<file path="config.mk">
export PLATFORM = sky130hd
export DESIGN_NAME = pipe_hazard_ctrl
export DESIGN_NICKNAME = d
export VERILOG_FILES = /design/src/rtl/pipe_hazard_ctrl.sv
export SDC_FILE = /design/constraint.sdc
export NUM_CORES = 1
export LEC_CHECK = 0
export CAP_MARGIN = 20
export CORE_ASPECT_RATIO = 0.9
export CORE_MARGIN = 2
export CORE_UTILIZATION = 53
export DETAILED_ROUTE_END_ITERATION = 16
export GPL_TIMING_DRIVEN = 0
export PLACE_DENSITY = 0.9
export RECOVER_POWER = 25
export SLEW_MARGIN = 15
export SYNTH_ARGS = -nofsm -noshare
export SYNTH_HDL_FRONTEND = slang
export SYNTH_SLANG_ARGS = --single-unit
</file>
<file path="constraint.sdc">
create_clock -name clk -period 7.2 [get_ports clk]
set_input_delay 1.8 -clock clk [delete_from_list [all_inputs] [get_ports clk]]
set_output_delay 1.8 -clock clk [all_outputs]
set_load 0.01 [all_outputs]
</file>
<file path="src/rtl/pipe_hazard_ctrl.sv">
// Hazard, forwarding and HALT sequencing controller for the 5-stage pipeline.
// Optional feature macro: PIPE_FWD_EN (enables EX/MEM/WB forwarding, load-use-only stalls).
module pipe_hazard_ctrl #(
    parameter int unsigned REG_AW      = 5,
    parameter int unsigned STALL_CNT_W = 16
) (
    input  logic                   clk,
    input  logic                   rst,
    input  logic                   id_valid,
    input  logic [REG_AW-1:0]      id_rs1,
    input  logic                   id_rs1_used,
    input  logic [REG_AW-1:0]      id_rs2,
    input  logic                   id_rs2_used,
    input  logic [REG_AW-1:0]      id_dst,
    input  logic                   id_wb_we,
    input  logic                   id_load,
    input  logic                   id_hlt,
    input  logic                   ex_redirect,
    output logic                   stall_if_id,
    output logic                   bubble_ex,
    output logic                   flush_if_id,
    output logic [1:0]             fwd_a_sel,
    output logic [1:0]             fwd_b_sel,
    output logic                   halted,
    output logic [STALL_CNT_W-1:0] stall_cnt
);

    typedef struct packed {
        logic              v;
        logic [REG_AW-1:0] dst;
        logic              we;
        logic              ld;
    } entry_t;

    typedef enum logic [1:0] {StRun, StDrain, StHalted} state_e;

    entry_t ex_q, mem_q, wb_q, ex_d;
    state_e state_q, state_d;
    logic [STALL_CNT_W-1:0] cnt_q, cnt_d;

    function automatic logic src_match(entry_t e, logic [REG_AW-1:0] s, logic used,
                                       logic valid);
        return e.v & e.we & (e.dst != '0) & (e.dst == s) & used & valid;
    endfunction

    logic a_ex, a_mem, a_wb, b_ex, b_mem, b_wb;
    logic data_hazard;

    always_comb begin
        a_ex  = src_match(ex_q,  id_rs1, id_rs1_used, id_valid);
        a_mem = src_match(mem_q, id_rs1, id_rs1_used, id_valid);
        a_wb  = src_match(wb_q,  id_rs1, id_rs1_used, id_valid);
        b_ex  = src_match(ex_q,  id_rs2, id_rs2_used, id_valid);
        b_mem = src_match(mem_q, id_rs2, id_rs2_used, id_valid);
        b_wb  = src_match(wb_q,  id_rs2, id_rs2_used, id_valid);
    end

`ifdef PIPE_FWD_EN
    // Only a load still in EX cannot be forwarded; one bubble moves it to MEM.
    always_comb begin
        data_hazard = (a_ex | b_ex) & ex_q.ld;
        fwd_a_sel   = a_ex ? 2'b01 : a_mem ? 2'b10 : a_wb ? 2'b11 : 2'b00;
        fwd_b_sel   = b_ex ? 2'b01 : b_mem ? 2'b10 : b_wb ? 2'b11 : 2'b00;
    end
`else
    // No write-through in the regfile, so a WB-stage producer still blocks.
    always_comb begin
        data_hazard = a_ex | a_mem | a_wb | b_ex | b_mem | b_wb;
        fwd_a_sel   = 2'b00;
        fwd_b_sel   = 2'b00;
    end
`endif

    always_comb begin
        state_d     = state_q;
        cnt_d       = cnt_q;
        stall_if_id = 1'b0;
        bubble_ex   = 1'b0;
        flush_if_id = 1'b0;
        case (state_q)
            StRun: begin
                if (ex_redirect) begin
                    flush_if_id = 1'b1;
                    bubble_ex   = 1'b1;
                end else if (data_hazard) begin
                    stall_if_id = 1'b1;
                    bubble_ex   = 1'b1;
                    if (cnt_q != '1) begin
                        cnt_d = cnt_q + STALL_CNT_W'(1);
                    end
                end else if (id_valid && id_hlt) begin
                    state_d = StDrain;
                end
            end
            StDrain: begin
                stall_if_id = 1'b1;
                bubble_ex   = 1'b1;
                if (!(ex_q.v | mem_q.v | wb_q.v)) begin
                    state_d = StHalted;
                end
            end
            StHalted: begin
                stall_if_id = 1'b1;
                bubble_ex   = 1'b1;
            end
            default: state_d = StRun;
        endcase
    end

    // HALT itself never occupies a tracker slot.
    always_comb begin
        if (bubble_ex || id_hlt || !id_valid) begin
            ex_d = '0;
        end else begin
            ex_d = '{v: 1'b1, dst: id_dst, we: id_wb_we, ld: id_load};
        end
    end

    always_ff @(posedge clk or negedge rst) begin
        if (!rst) begin
            ex_q    <= '0;
            mem_q   <= '0;
            wb_q    <= '0;
            state_q <= StRun;
            cnt_q   <= '0;
        end else begin
            ex_q    <= ex_d;
            mem_q   <= ex_q;
            wb_q    <= mem_q;
            state_q <= state_d;
            cnt_q   <= cnt_d;
        end
    end

    assign halted    = (state_q == StHalted);
    assign stall_cnt = cnt_q;

endmodule

</file>
* After elaboration in Yosys (flattened, before gate mapping)
Cells that the tools add are included.
** Storage, ports and cells
- Register bits :: 39
** Cells by class
- Reductions and logical operators :: 11
- Equality and inequality tests :: 13
- Bitwise logic cells :: 33
- Add/subtract/negate cells :: 1
- Multiplexer cells :: 13
** Operators with widths (number)
- $eq A5 B5 Y1 :: 6
- $and A1 B1 Y1 :: 24
- $add A16 B1 Y16 const B :: 1
- $ne A16 B16 Y1 const B :: 1
- $reduce_bool A5 Y1 :: 3
- $mux W2 :: 4
- $mux W8 :: 1
- $ne A2 B2 Y1 const B :: 4
- $or A1 B1 Y1 :: 7
- $pmux W2 S3 :: 1
- $mux W1 :: 5
- $reduce_and A5 Y1 :: 1
- $pmux W1 S2 :: 2
- $reduce_and A4 Y1 :: 1
- $eq A2 B1 Y1 const B :: 1
- $eq A2 B2 Y1 const B :: 1
- $logic_not A2 Y1 :: 1
- $logic_or A1 B1 Y1 :: 2
- $not A1 Y1 :: 2
- $reduce_or A2 Y1 :: 1
- $logic_and A1 B1 Y1 :: 1
- $logic_not A1 Y1 :: 1

* Longest topological paths before layout
Gate-level depths: netlist of the first run.
- Depth after elaboration :: 16
- Gate-level depth with buffers :: 9
- Gate-level depth less buffers :: 8

* Worst setup path before layout of the first run
Ideal clock, no wire load.
- Kind :: in2out
- Start :: input id_rs1[3]
- End :: output bubble_ex
- Setup slack :: 2.407 ns
- Arrival time :: 2.993 ns
- Path buffers :: 0
- Stages :: 7
- Path through :: xor2_1 > nor4_1 > and3_1 > o31ai_2 > nand2_2 > a211oi_1 > nor3_1
** On the way
- Cells in the longest elaborated chain, start to end :: 12
** Ends and longest elaborated chain
- from (decl) :: RTL line 10 : input logic [REG_AW-1:0] id_rs1,
- $eq A5 B5 Y1 :: RTL line 43 : return e.v & e.we & (e.dst != '0) & (e.dst == s) & used & valid;
- $and A1 B1 Y1 (3 in series) :: RTL line 43
- $or A1 B1 Y1 :: RTL line 68 : data_hazard = a_ex | a_mem | a_wb | b_ex | b_mem | b_wb;
- $or A1 B1 Y1 * (4 in series) :: RTL line 68
- $mux W1 * :: RTL line 85 : end else if (data_hazard) begin
- $mux W1 * :: RTL line 82 : if (ex_redirect) begin
- $pmux W1 S2 * :: RTL line 80 : case (state_q)
- to (decl) :: RTL line 20 : output logic bubble_ex,
Mark *: on every way between the ends. The rest lies on a longest branch, timed or not.

* Worst setup path in the final report of the first run
- Start :: input id_rs2[2]
- End :: output bubble_ex
** On the way
- Cells in the longest elaborated chain, start to end :: 10
** Ends and longest elaborated chain
- from (decl) :: RTL line 12 : input logic [REG_AW-1:0] id_rs2,
- $eq A5 B5 Y1 :: RTL line 43
- $and A1 B1 Y1 (3 in series) :: RTL line 43
- $or A1 B1 Y1 (2 in series) :: RTL line 68
- $or A1 B1 Y1 * :: RTL line 68
- $mux W1 * :: RTL line 85
- $mux W1 * :: RTL line 82
- $pmux W1 S2 * :: RTL line 80
Marks and branches as above.

==> results of run 1 <==
## power groups by stage
| stage | logic (W) | registers, W | clock network (W) |
|---|---|---|---|
| after global routing | 0.000184 | 0.000278 | 0.000160 |
| after detailed placement | 0.000165 | 0.000277 | 0 |
| after floorplan | 0.000104 | 0.000271 | 0 |
| after CTS | 0.000166 | 0.000274 | 0.000149 |
| final | 0.000166 | 0.000274 | 0.000145 |
| after global placement | 0.000159 | 0.000276 | 0 |
## flip-flops by register name, indices dropped and copies added (netlist names)
register	count
wb_q	7
stall_cnt	16
ex_q	7
mem_q	7
state_q	2
## cells in the mapped netlist
master     n  area (µm²)
a221o_1    1        10.0
ha_1       6        75.1
conb_1     1        3.75
and3_2     1        7.51
buf_4      4        30.0
o211ai_2   1        12.5
dfrtp_1   39         976
a21oi_1    2        10.0
a211oi_1   1        7.51
or3_1      1        6.26
a31oi_1    1        6.26
o31ai_2    2        25.0
nor3_1     2        10.0
mux2_2     1        11.3
inv_1      3        11.3
mux2i_1    1        10.0
or4_1      2        15.0
nor2b_1    1        6.26
xnor2_1   32         280
nand4_1    5        31.3
and2_1     7        43.8
nand3_2    5        50.1
nor4_1     6        37.5
nand3_1    7        35.0
buf_6      1        11.3
o32ai_4    1        27.5
xor2_1    13         114
and4_2     1        10.0
and3_1     7        43.8
nand4b_1   1        8.76
nand2_2    5        31.3
nand2_1   10        37.5
a21oi_2    1        8.76
nor2_1     8        30.0
and4_1     2        17.5
## cells by family after synthesis
logic type | share of synthesized area (%)
xor+xnor | 19.2
buf+inv | 2.56
fa+ha+maj | 3.66
other cells | 0.183
simple gates | 20.5
flops | 47.6
mux | 1.04
compound gates | 5.24
## layer usage
layer	track usage [%]	wire length, µm
met2	33.3	1990
met5	0	0
met4	8.82	80
met1	29.2	1870
met3	6.29	244
## area by class of cell
class / count / area (µm²) / share of cell area [%]
plain buffers: 5 / 41.3 / 1.56
clock buffers: 6 / 82.6 / 3.12
clock inverters: 1 / 5.00 / 0.189
inverters: 3 / 11.3 / 0.425
multi-input cells: 138 / 1030 / 39.0
flip-flops and latches: 39 / 976 / 36.8
well taps: 46 / 57.6 / 2.17
repair buffers: 43 / 442 / 16.7
## final timing paths
check                               end  depth (start not counted)      start
min reg2reg                    mem_q[1]                          0    ex_q[1]
max in group asynchronous      mem_q[4]                          2        rst
min                            mem_q[1]                          0    ex_q[1]
min in group asynchronous      mem_q[3]                          1        rst
max reg2reg                stall_cnt[8]                          8    wb_q[3]
max                           bubble_ex                          9  id_rs2[2]
## stage by stage
stage          instances  hold slack [ps]
3_3_place_gp         273              361
3_5_place_dp         274              360
4_1_cts              281              373
5_1_grt              281              383
2_1_floorplan        185              354
6_report             281              368
==> metrics.csv, run 1 <==
stage,metric,value,unit
clock_network,CTS tree,done,
finish,layout cells sized above 1,13.2,%
finish,Final Core Density,71.5,%
power,NetSw,0.000179,W
power,clock power share,24.8,%
detailed_routing,Routed Antenna Nets,0,
detailed_routing,DRT Wirelength,4.18,mm
setup_path,Setup CP Type,in2out,
finish,"most common cell after layout, fill and taps aside",clkdlybuf4s50_1,
sta,Tmin final,6110,ps
global_routing,first-pass GRT wire length,7.25,mm
setup_path,CP Launch Type,input port,
sta,Fmax,164,MHz
clock_network,Num CTS Buffers,5,
sta,setup TNS,0,ps
finish,cell area after layout,0.00265,mm²
placement,PortBufs,42,
floorplan,core area,0.00370,mm²
setup_path,most frequent CP cell,clkdlybuf4s50_1,
global_routing,largest net degree at the start of global routing,26,
finish,fillers,265,
clock_network,htree depth,2,
power,switching share of power,30.6,%
synth,Seq cells post-synth,39,
detailed_routing,initial drt markers,75,
sta,worst-margin pin slew,943,ps
setup_path,Worst Setup End Kind,primary output,
detailed_routing,DR vias,1521,
job,max-cap viol count,0,
detailed_routing,wire per inst,14.9,µm
global_routing,GRT overflow,0,
setup_path,"Slowest-stage cell, CP",clkdlybuf4s50_1,
setup_path,"Cell Chain, Critical Path",clkdlybuf4s50_1 -> xor2_1 -> nor4_1 -> and4_2 -> o31ai_2 -> nand2_2 -> a211oi_1 -> nor3_1 -> clkdlybuf4s50_1,
finish,ant diodes,0,
global_routing,initial antenna violation count,0,
floorplan,I/O pins,48,
clock_network,worst skew pair latency,290,ps
global_routing,vias in the first global route,1457,
global_routing,overall routing resource usage,21.8,%
setup_path,Worst Path Arrival,4310,ps
floorplan,Initial Util,55.4,%
clock_network,postcts setup bufs,0,
placement,dpl ws,1160,ps
setup_path,r2r setup slk,4840,ps
placement,post-DP HPWL,3.17,mm
floorplan,Die X,69.6,µm
sta,Final Worst Setup Slack,1090,ps
power,Pwr Density,220,mW/mm²
run_status,status,"finished, final reports clean",
power,Internal,0.000406,W
sta,number of hold violations in the final report,0,
sta,Worst Skew,7.09,ps
synth,Synth Instances,182,
power,fraction of power consumed by sequential logic,46.8,%
synth,sequential area share after synthesis,47.6,%
placement,routability cong.,0.877,
min_path,HP Class,reg2reg,
power,Combinational Power Share,28.3,%
floorplan,die span in y,63.0,µm
power,Lkg Pwr,1.18,nW
synth,Synth cell types,35,
sta,RSZ-0062 raised after global routing,no,
finish,Final #Nets,265,
setup_path,CP bufs+invs,2,
synth,average cell area after synthesis,11.3,µm²
floorplan,die area,0.00439,mm²
finish,most frequent cells in the layout,"41 x clkdlybuf4s50_1, 39 x dfrtp_1, 32 x xnor2_1, 13 x xor2_1, 10 x nand2_1",
floorplan,standard-cell row count,21,
sta,"Slew Viols, Final",0,
clock_network,Worst-path clk slew,70,ps
setup_path,max incr delay on CP,600,ps
clock_network,clk sink count,39,
detailed_routing,DRC Markers,0,
finish,Area growth syn-to-layout,29.1,%
setup_path,CP top delay family,buffers and inverters,
synth,Syn. warnings,0,
setup_path,Crit Path Max Fanout,4,
clock_network,Clock Path Buffers,2,
sta,relative slew slack,37.1,%
clock_network,root buf cell,clkbuf_8,
sta,Finish-stage setup viols,0,
sta,Final period util,84.8,%
synth,post-synthesis cell area,0.00205,mm²
power,Worst IR Drop VDD,0.000199,V
clock_network,Post-CTS Hold Buffers,0,
clock_network,CTS resizes,0,
setup_path,WP data required,5400,ps
detailed_routing,first drt pass iteration count,4,
detailed_routing,Via-to-Cell Ratio,5.41,
placement,dpl cell area,0.00256,mm²
power,total power,0.000584,W
Note: power is estimated with default switching activity, not from simulation.
==> inputs of run 2 (changes only) <==
- CORE_UTILIZATION: 53 -> 50
- PLACE_DENSITY: 0.9 -> 0.86
- clock period: 7.2 -> 5.7 ns (I/O delays scaled with it)
==> run 2 against run 1 <==
  * Clock skew decreased by 4.4 ps
  * Critical path type unchanged
  * Clock-buffer cell count increased by 1
  * Worst setup slack got worse by 680 ps
  * Hold slack improved by 6.3 ps
  * Cell area decreased by 0.14%
  * Largest cell class unchanged
  * Sequential power increased by 26%
  * Combinational power increased by 25%
  * Global-route usage decreased by 2.3 points
==> metrics.csv, run 2 (synthesis gave the netlist of run 1 again) <==
stage,metric,value,unit,change
setup_path,"Slowest-stage cell, CP",clkdlybuf4s50_1,,
detailed_routing,Via-to-Cell Ratio,5.23,,-3.5%
setup_path,CP Launch Type,input port,,
detailed_routing,DRT Wirelength,4.05,mm,-3.2%
finish,layout cells sized above 1,12.7,%,-0.48 points
setup_path,most frequent CP cell,clkdlybuf4s50_1,,
finish,sequential cell area,976,µm²,unchanged
detailed_routing,wire per inst,14.3,µm,-4.2%
setup_path,CP bufs+invs,2,,unchanged
floorplan,standard-cell row count,22,,+4.8%
placement,dpl ws,416,ps,-740 ps
setup_path,Crit Path Max Fanout,4,,unchanged
global_routing,largest net degree at the start of global routing,23,,-12%
clock_network,Clock Path Buffers,2,,unchanged
sta,Finish-stage setup viols,0,,unchanged
clock_network,worst skew pair latency,290,ps,about the same
clock_network,CTS resizes,0,,unchanged
detailed_routing,Routed Antenna Nets,0,,unchanged
global_routing,overall routing resource usage,19.5,%,-2.3 points
clock_network,Post-CTS Hold Buffers,0,,unchanged
clock_network,Num CTS Buffers,5,,unchanged
detailed_routing,DR vias,1484,,-2.4%
clock_network,CTS tree,done,,
finish,Area growth syn-to-layout,29.0,%,
finish,fillers,304,,+15%
power,clock power share,24.1,%,-0.7 points
run_status,status,"finished, final reports clean",,
setup_path,Setup CP Type,in2out,,
sta,relative slew slack,27.3,%,-9.8 points
floorplan,Die X,71.5,µm,+2.8%
detailed_routing,initial drt markers,68,,-9.3%
setup_path,Worst Setup End Kind,primary output,,
power,Internal,0.000503,W,+24%
power,total power,0.000728,W,+25%
power,NetSw,0.000225,W,+26%
sta,RSZ-0062 raised after global routing,no,,
setup_path,max incr delay on CP,580,ps,-20 ps
setup_path,worst r2r src,wb_q[3],,
placement,PortBufs,42,,unchanged
clock_network,Worst-path clk slew,70,ps,about the same
setup_path,r2r setup slk,3390,ps,-1450 ps
global_routing,initial antenna violation count,0,,unchanged
placement,post-DP HPWL,3.26,mm,+2.8%
sta,worst-margin pin slew,1090,ps,+146 ps
finish,Final #Nets,265,,unchanged
sta,Worst Skew,2.64,ps,-4.44 ps
sta,setup TNS,0,ps,unchanged
setup_path,R2R depth,7,,-1
sta,WHS,374,ps,+6.32 ps
finish,"most common cell after layout, fill and taps aside",clkdlybuf4s50_1,,
setup_path,reg2reg end,state_q[1],,
job,max-cap viol count,0,,unchanged
sta,Tmin final,5280,ps,
sta,Fmax,189,MHz,
min_path,Hold Path Sink,wb_q[1],,
global_routing,first-pass GRT wire length,6.93,mm,-4.3%
power,Lkg Pwr,1.17,nW,-0.41%
sta,Final period util,92.7,%,
sta,number of hold violations in the final report,0,,unchanged
global_routing,GRT overflow,0,,unchanged
clock_network,postcts setup bufs,0,,unchanged
placement,routability cong.,0.899,,+2.5%
sta,Final Worst Setup Slack,415,ps,-680 ps
sta,"Slew Viols, Final",0,,unchanged
floorplan,die area,0.00463,mm²,+5.6%
finish,Largest register FFs,16,,unchanged
clock_network,clk sink count,39,,unchanged
min_path,HP Class,reg2reg,,
finish,ant diodes,0,,unchanged
power,fraction of power consumed by sequential logic,47.4,%,+0.6 points
global_routing,vias in the first global route,1450,,-0.48%
clock_network,root buf cell,clkbuf_8,,
detailed_routing,DRC Markers,0,,unchanged
clock_network,htree depth,2,,unchanged
setup_path,WP data required,4280,ps,-1120 ps
finish,most frequent cells in the layout,"41 x clkdlybuf4s50_1, 39 x dfrtp_1, 32 x xnor2_1, 13 x xor2_1, 10 x nand2_1",,
power,Combinational Power Share,28.5,%,+0.2 points
min_path,worst hold stages,0,,unchanged
power,Pwr Density,275,mW/mm²,+25%
floorplan,Initial Util,51.1,%,-4.3 points
floorplan,I/O pins,48,,unchanged
power,Worst IR Drop VDD,0.000175,V,-12%
floorplan,core area,0.00402,mm²,+8.5%
power,switching share of power,30.9,%,+0.32 points
setup_path,"Cell Chain, Critical Path",clkdlybuf4s50_1 -> xor2_1 -> nor4_1 -> and3_1 -> o31ai_2 -> nand2_2 -> a211oi_1 -> nor3_1 -> clkdlybuf4s50_1,,
min_path,min-delay src,mem_q[1],,
setup_path,CP top delay family,buffers and inverters,,
setup_path,Worst Path Arrival,3860,ps,-450 ps
finish,area of the multi-input gates,0.00103,mm²,unchanged
floorplan,die span in y,64.8,µm,+2.8%
detailed_routing,first drt pass iteration count,4,,unchanged
==> run 2: cell count changes in the layout (fill, tap and decap cells not counted) <==
| cell | delta |
|---|---|
| clkbuf_8 | -1 |
| clkbuf_1 | +2 |
==> run 2: worst max path at each step <==
stage / cells past startpoint / end / start / slack (ps)
floorplan: 7 / bubble_ex / id_rs1[3] / 1660
global placement: 9 / bubble_ex / id_rs1[2] / 470
detailed placement: 9 / bubble_ex / id_rs1[1] / 420
CTS: 9 / bubble_ex / id_rs1[3] / 430
global route: 9 / bubble_ex / id_rs1[3] / 240
finish: 9 / bubble_ex / id_rs1[3] / 420
==> run 2: layout make-up <==
cell class                 instances  share of cell area [%]
clock buffer                       7                    2.88
sequential                        39                    36.9
multi-input combinational        138                    39.1
timing repair buffer              43                    16.7
tap                               48                    2.27
inverter                           3                   0.426
buffer                             5                    1.56
clock inverter                     1                   0.189
==> run 2: worst reg2reg max path: cells and delay by family (launching register included) <==
family | cells | cell delay (ps)
AO/OA/AOI/OAI | 3 | 820
AND/OR/NAND/NOR | 3 | 830
flip-flops | 1 | 410
multiplexers | 1 | 150
==> run 2: through the flow <==
| stage | utilization [%] | cell area, µm² | std cells |
|---|---|---|---|
| 2_1_floorplan | - | 2060 | 185 |
| 3_3_place_gp | 63.3 | 2540 | 275 |
| 3_5_place_dp | 63.9 | 2570 | 276 |
| 4_1_cts | 65.9 | 2650 | 284 |
| 5_1_grt | 65.8 | 2650 | 284 |
| 6_report | 65.8 | 2650 | 284 |
==> run 2: power by group through the flow <==
stage | registers [W] | clock network, W | logic (W)
6_report | 0.000345 | 0.000175 | 0.000208
5_1_grt | 0.000351 | 0.000193 | 0.000232
4_1_cts | 0.000345 | 0.000179 | 0.000210
3_5_place_dp | 0.000351 | 0 | 0.000209
3_3_place_gp | 0.000349 | 0 | 0.000202
2_1_floorplan | 0.000342 | 0 | 0.000132
==> run 2: metal layers <==
| metal | GRT usage [%] | wire [µm] | vias to the layer above |
|---|---|---|---|
| met2 | 31.3 | 1940 | 29 |
| met4 | 4.25 | 44 | 0 |
| met5 | 0 | 0 | - |
| met1 | 27.1 | 1910 | 724 |
| met3 | 4.67 | 158 | 5 |
| li1 | - | - | 726 |
==> inputs of run 3 (changes only) <==
- PLACE_DENSITY: 0.86 -> unset
- PLACE_DENSITY_LB_ADDON: unset -> 0.1
==> run 3 against run 2 <==
  * Register-to-register slack about the same
  * Wire length grew 5.8%
  * Combinational power about the same
  * Non-clock buffer count is the same
  * Power rose by 8.5%
  * Die area is the same
  * Final cell count stayed put
  * Hold slack better by 12 ps
  * Via count shrank 1.0%
  * First-iteration DRC count down 44%
  * Core utilization up 0.72 points
==> metrics.csv, run 3 (synthesis gave the netlist of run 1 again) <==
stage,metric,value,unit,change
setup_path,WP data required,4280,ps,about the same
clock_network,clk sink count,39,,unchanged
placement,dpl cell area,0.00256,mm²,-0.29%
floorplan,I/O pins,48,,unchanged
sta,setup TNS,0,ps,unchanged
global_routing,initial antenna violation count,0,,unchanged
sta,"Slew Viols, Final",0,,unchanged
clock_network,Clock Path Buffers,2,,unchanged
global_routing,overall routing resource usage,21.0,%,+1.5 points
finish,Largest register FFs,16,,unchanged
detailed_routing,Via-to-Cell Ratio,5.17,,-1.0%
setup_path,reg2reg end,state_q[1],,
setup_path,Crit Path Max Fanout,4,,unchanged
power,Worst IR Drop VDD,0.000232,V,+32%
setup_path,R2R depth,7,,unchanged
finish,Area growth syn-to-layout,30.4,%,
placement,post-DP HPWL,3.37,mm,+3.3%
min_path,worst hold stages,0,,unchanged
sta,Worst Skew,4.17,ps,+1.52 ps
setup_path,CP Launch Type,input port,,
global_routing,GRT overflow,0,,unchanged
placement,routability cong.,0.850,,-5.5%
min_path,min-delay src,mem_q[1],,
sta,relative slew slack,36.6,%,+9.3 points
global_routing,largest net degree at the start of global routing,26,,+13%
detailed_routing,Routed Antenna Nets,0,,unchanged
global_routing,vias in the first global route,1553,,+7.1%
finish,Final #Nets,265,,unchanged
clock_network,postcts setup bufs,0,,unchanged
clock_network,Post-CTS Hold Buffers,0,,unchanged
finish,fillers,325,,+6.9%
floorplan,standard-cell row count,22,,unchanged
clock_network,Num CTS Buffers,5,,unchanged
setup_path,"Slowest-stage cell, CP",clkdlybuf4s50_1,,
clock_network,htree depth,2,,unchanged
setup_path,Setup CP Type,in2out,,
power,Pwr Density,296,mW/mm²,+7.4%
clock_network,root buf cell,clkbuf_8,,
sta,Tmin final,5250,ps,-38.3 ps
setup_path,CP top delay family,buffers and inverters,,
sta,Finish-stage setup viols,0,,unchanged
finish,"most common cell after layout, fill and taps aside",clkdlybuf4s50_1,,
power,Lkg Pwr,1.19,nW,+1.3%
floorplan,die area,0.00463,mm²,unchanged
detailed_routing,wire per inst,15.1,µm,+5.8%
sta,number of hold violations in the final report,0,,unchanged
clock_network,Worst-path clk slew,70,ps,about the same
sta,worst-margin pin slew,950,ps,-139 ps
detailed_routing,DR vias,1469,,-1.0%
detailed_routing,DRT Wirelength,4.28,mm,+5.8%
setup_path,worst r2r src,wb_q[3],,
sta,Final period util,92.0,%,-0.67 points
setup_path,CP bufs+invs,2,,unchanged
min_path,HP Class,reg2reg,,
sta,Fmax,191,MHz,+0.73%
floorplan,die span in y,64.8,µm,unchanged
detailed_routing,DRC Markers,0,,unchanged
global_routing,first-pass GRT wire length,7.38,mm,+6.5%
finish,layout cells sized above 1,13.6,%,+0.85 points
finish,ant diodes,0,,unchanged
min_path,Hold Path Sink,wb_q[1],,
finish,cell area after layout,0.00268,mm²,+1.1%
floorplan,Initial Util,51.1,%,unchanged
setup_path,Worst Path Arrival,3820,ps,-40 ps
job,max-cap viol count,0,,unchanged
sta,RSZ-0062 raised after global routing,no,,
setup_path,most frequent CP cell,clkdlybuf4s50_1,,
detailed_routing,first drt pass iteration count,4,,unchanged
setup_path,Worst Setup End Kind,primary output,,
clock_network,CTS tree,done,,
setup_path,r2r setup slk,3400,ps,about the same
setup_path,max incr delay on CP,600,ps,+20 ps
run_status,status,"finished, final reports clean",,
detailed_routing,initial drt markers,38,,-44%
placement,PortBufs,42,,unchanged
clock_network,worst skew pair latency,280,ps,about the same
finish,most frequent cells in the layout,"41 x clkdlybuf4s50_1, 39 x dfrtp_1, 32 x xnor2_1, 13 x xor2_1, 10 x nand2_1",,
setup_path,"Cell Chain, Critical Path",clkdlybuf4s50_1 -> xnor2_1 -> nand3_1 -> nor4_1 -> o31ai_2 -> nand2_2 -> a211oi_1 -> nor3_1 -> clkdlybuf4s50_1,,
floorplan,core area,0.00402,mm²,unchanged
floorplan,Die X,71.5,µm,unchanged
clock_network,CTS resizes,0,,unchanged
==> run 3: cell types whose count changed in the layout (fill, tap and decap cells not counted) <==
cell,change
buf_12,+1
clkbuf_1,-2
buf_16,-1
bufinv_16,+1
clkbuf_8,+1
==> run 3: cell type report <==
class / count / area (µm²) / share of cell area, %
Clock inverter: 2 / 35.0 / 1.31
Clock buffer: 6 / 82.6 / 3.09
Inverter: 3 / 11.3 / 0.421
Multi-Input combinational cell: 138 / 1030 / 38.7
Buffer: 5 / 41.3 / 1.54
Sequential cell: 39 / 976 / 36.5
Tap cell: 48 / 60.1 / 2.25
Timing Repair Buffer: 43 / 434 / 16.2
==> run 3: stage by stage <==
| stage | setup slack [ps] | cells | hold slack, ps | util (%) | power, W |
|---|---|---|---|---|---|
| 6_report | 453 | 284 | 386 | 66.6 | 0.000791 |
| 5_1_grt | 284 | 284 | 400 | 66.6 | 0.000844 |
| 4_1_cts | 436 | 284 | 393 | 66.6 | 0.000798 |
| 3_5_place_dp | 438 | 276 | 371 | 63.7 | 0.000560 |
| 3_3_place_gp | 476 | 275 | 367 | 63.3 | 0.000548 |
| 2_1_floorplan | 1660 | 185 | 354 | - | 0.000474 |
==> run 3: power by group <==
part	leakage, nW	internal [W]	switching [W]	total (W)
clock	0.0612	0.000142	0.0000946	0.000236
combinational	0.589	0.000108	0.000101	0.000208
sequential	0.536	0.000310	0.0000365	0.000346
total	1.19	0.000559	0.000232	0.000791
==> run 3: layer usage <==
metal | track usage, % | vias to the layer above | part of all wire, %
li1 | - | 725 | -
met1 | 28.3 | 699 | 45
met2 | 33.8 | 39 | 49
met3 | 4.51 | 6 | 5.0
met4 | 6.84 | 0 | 1.2
met5 | 0 | - | 0
==> run 3: how the worst max path moves through the flow <==
| stage | from | end | depth (start not counted) | slack [ps] |
|---|---|---|---|---|
| global placement | id_rs1[1] | bubble_ex | 9 | 480 |
| detailed placement | id_rs1[3] | bubble_ex | 9 | 440 |
| CTS | id_rs1[3] | bubble_ex | 9 | 440 |
| finish | id_rs2[0] | bubble_ex | 9 | 450 |
| global route | id_rs2[4] | bubble_ex | 9 | 280 |
| floorplan | id_rs1[3] | bubble_ex | 7 | 1660 |
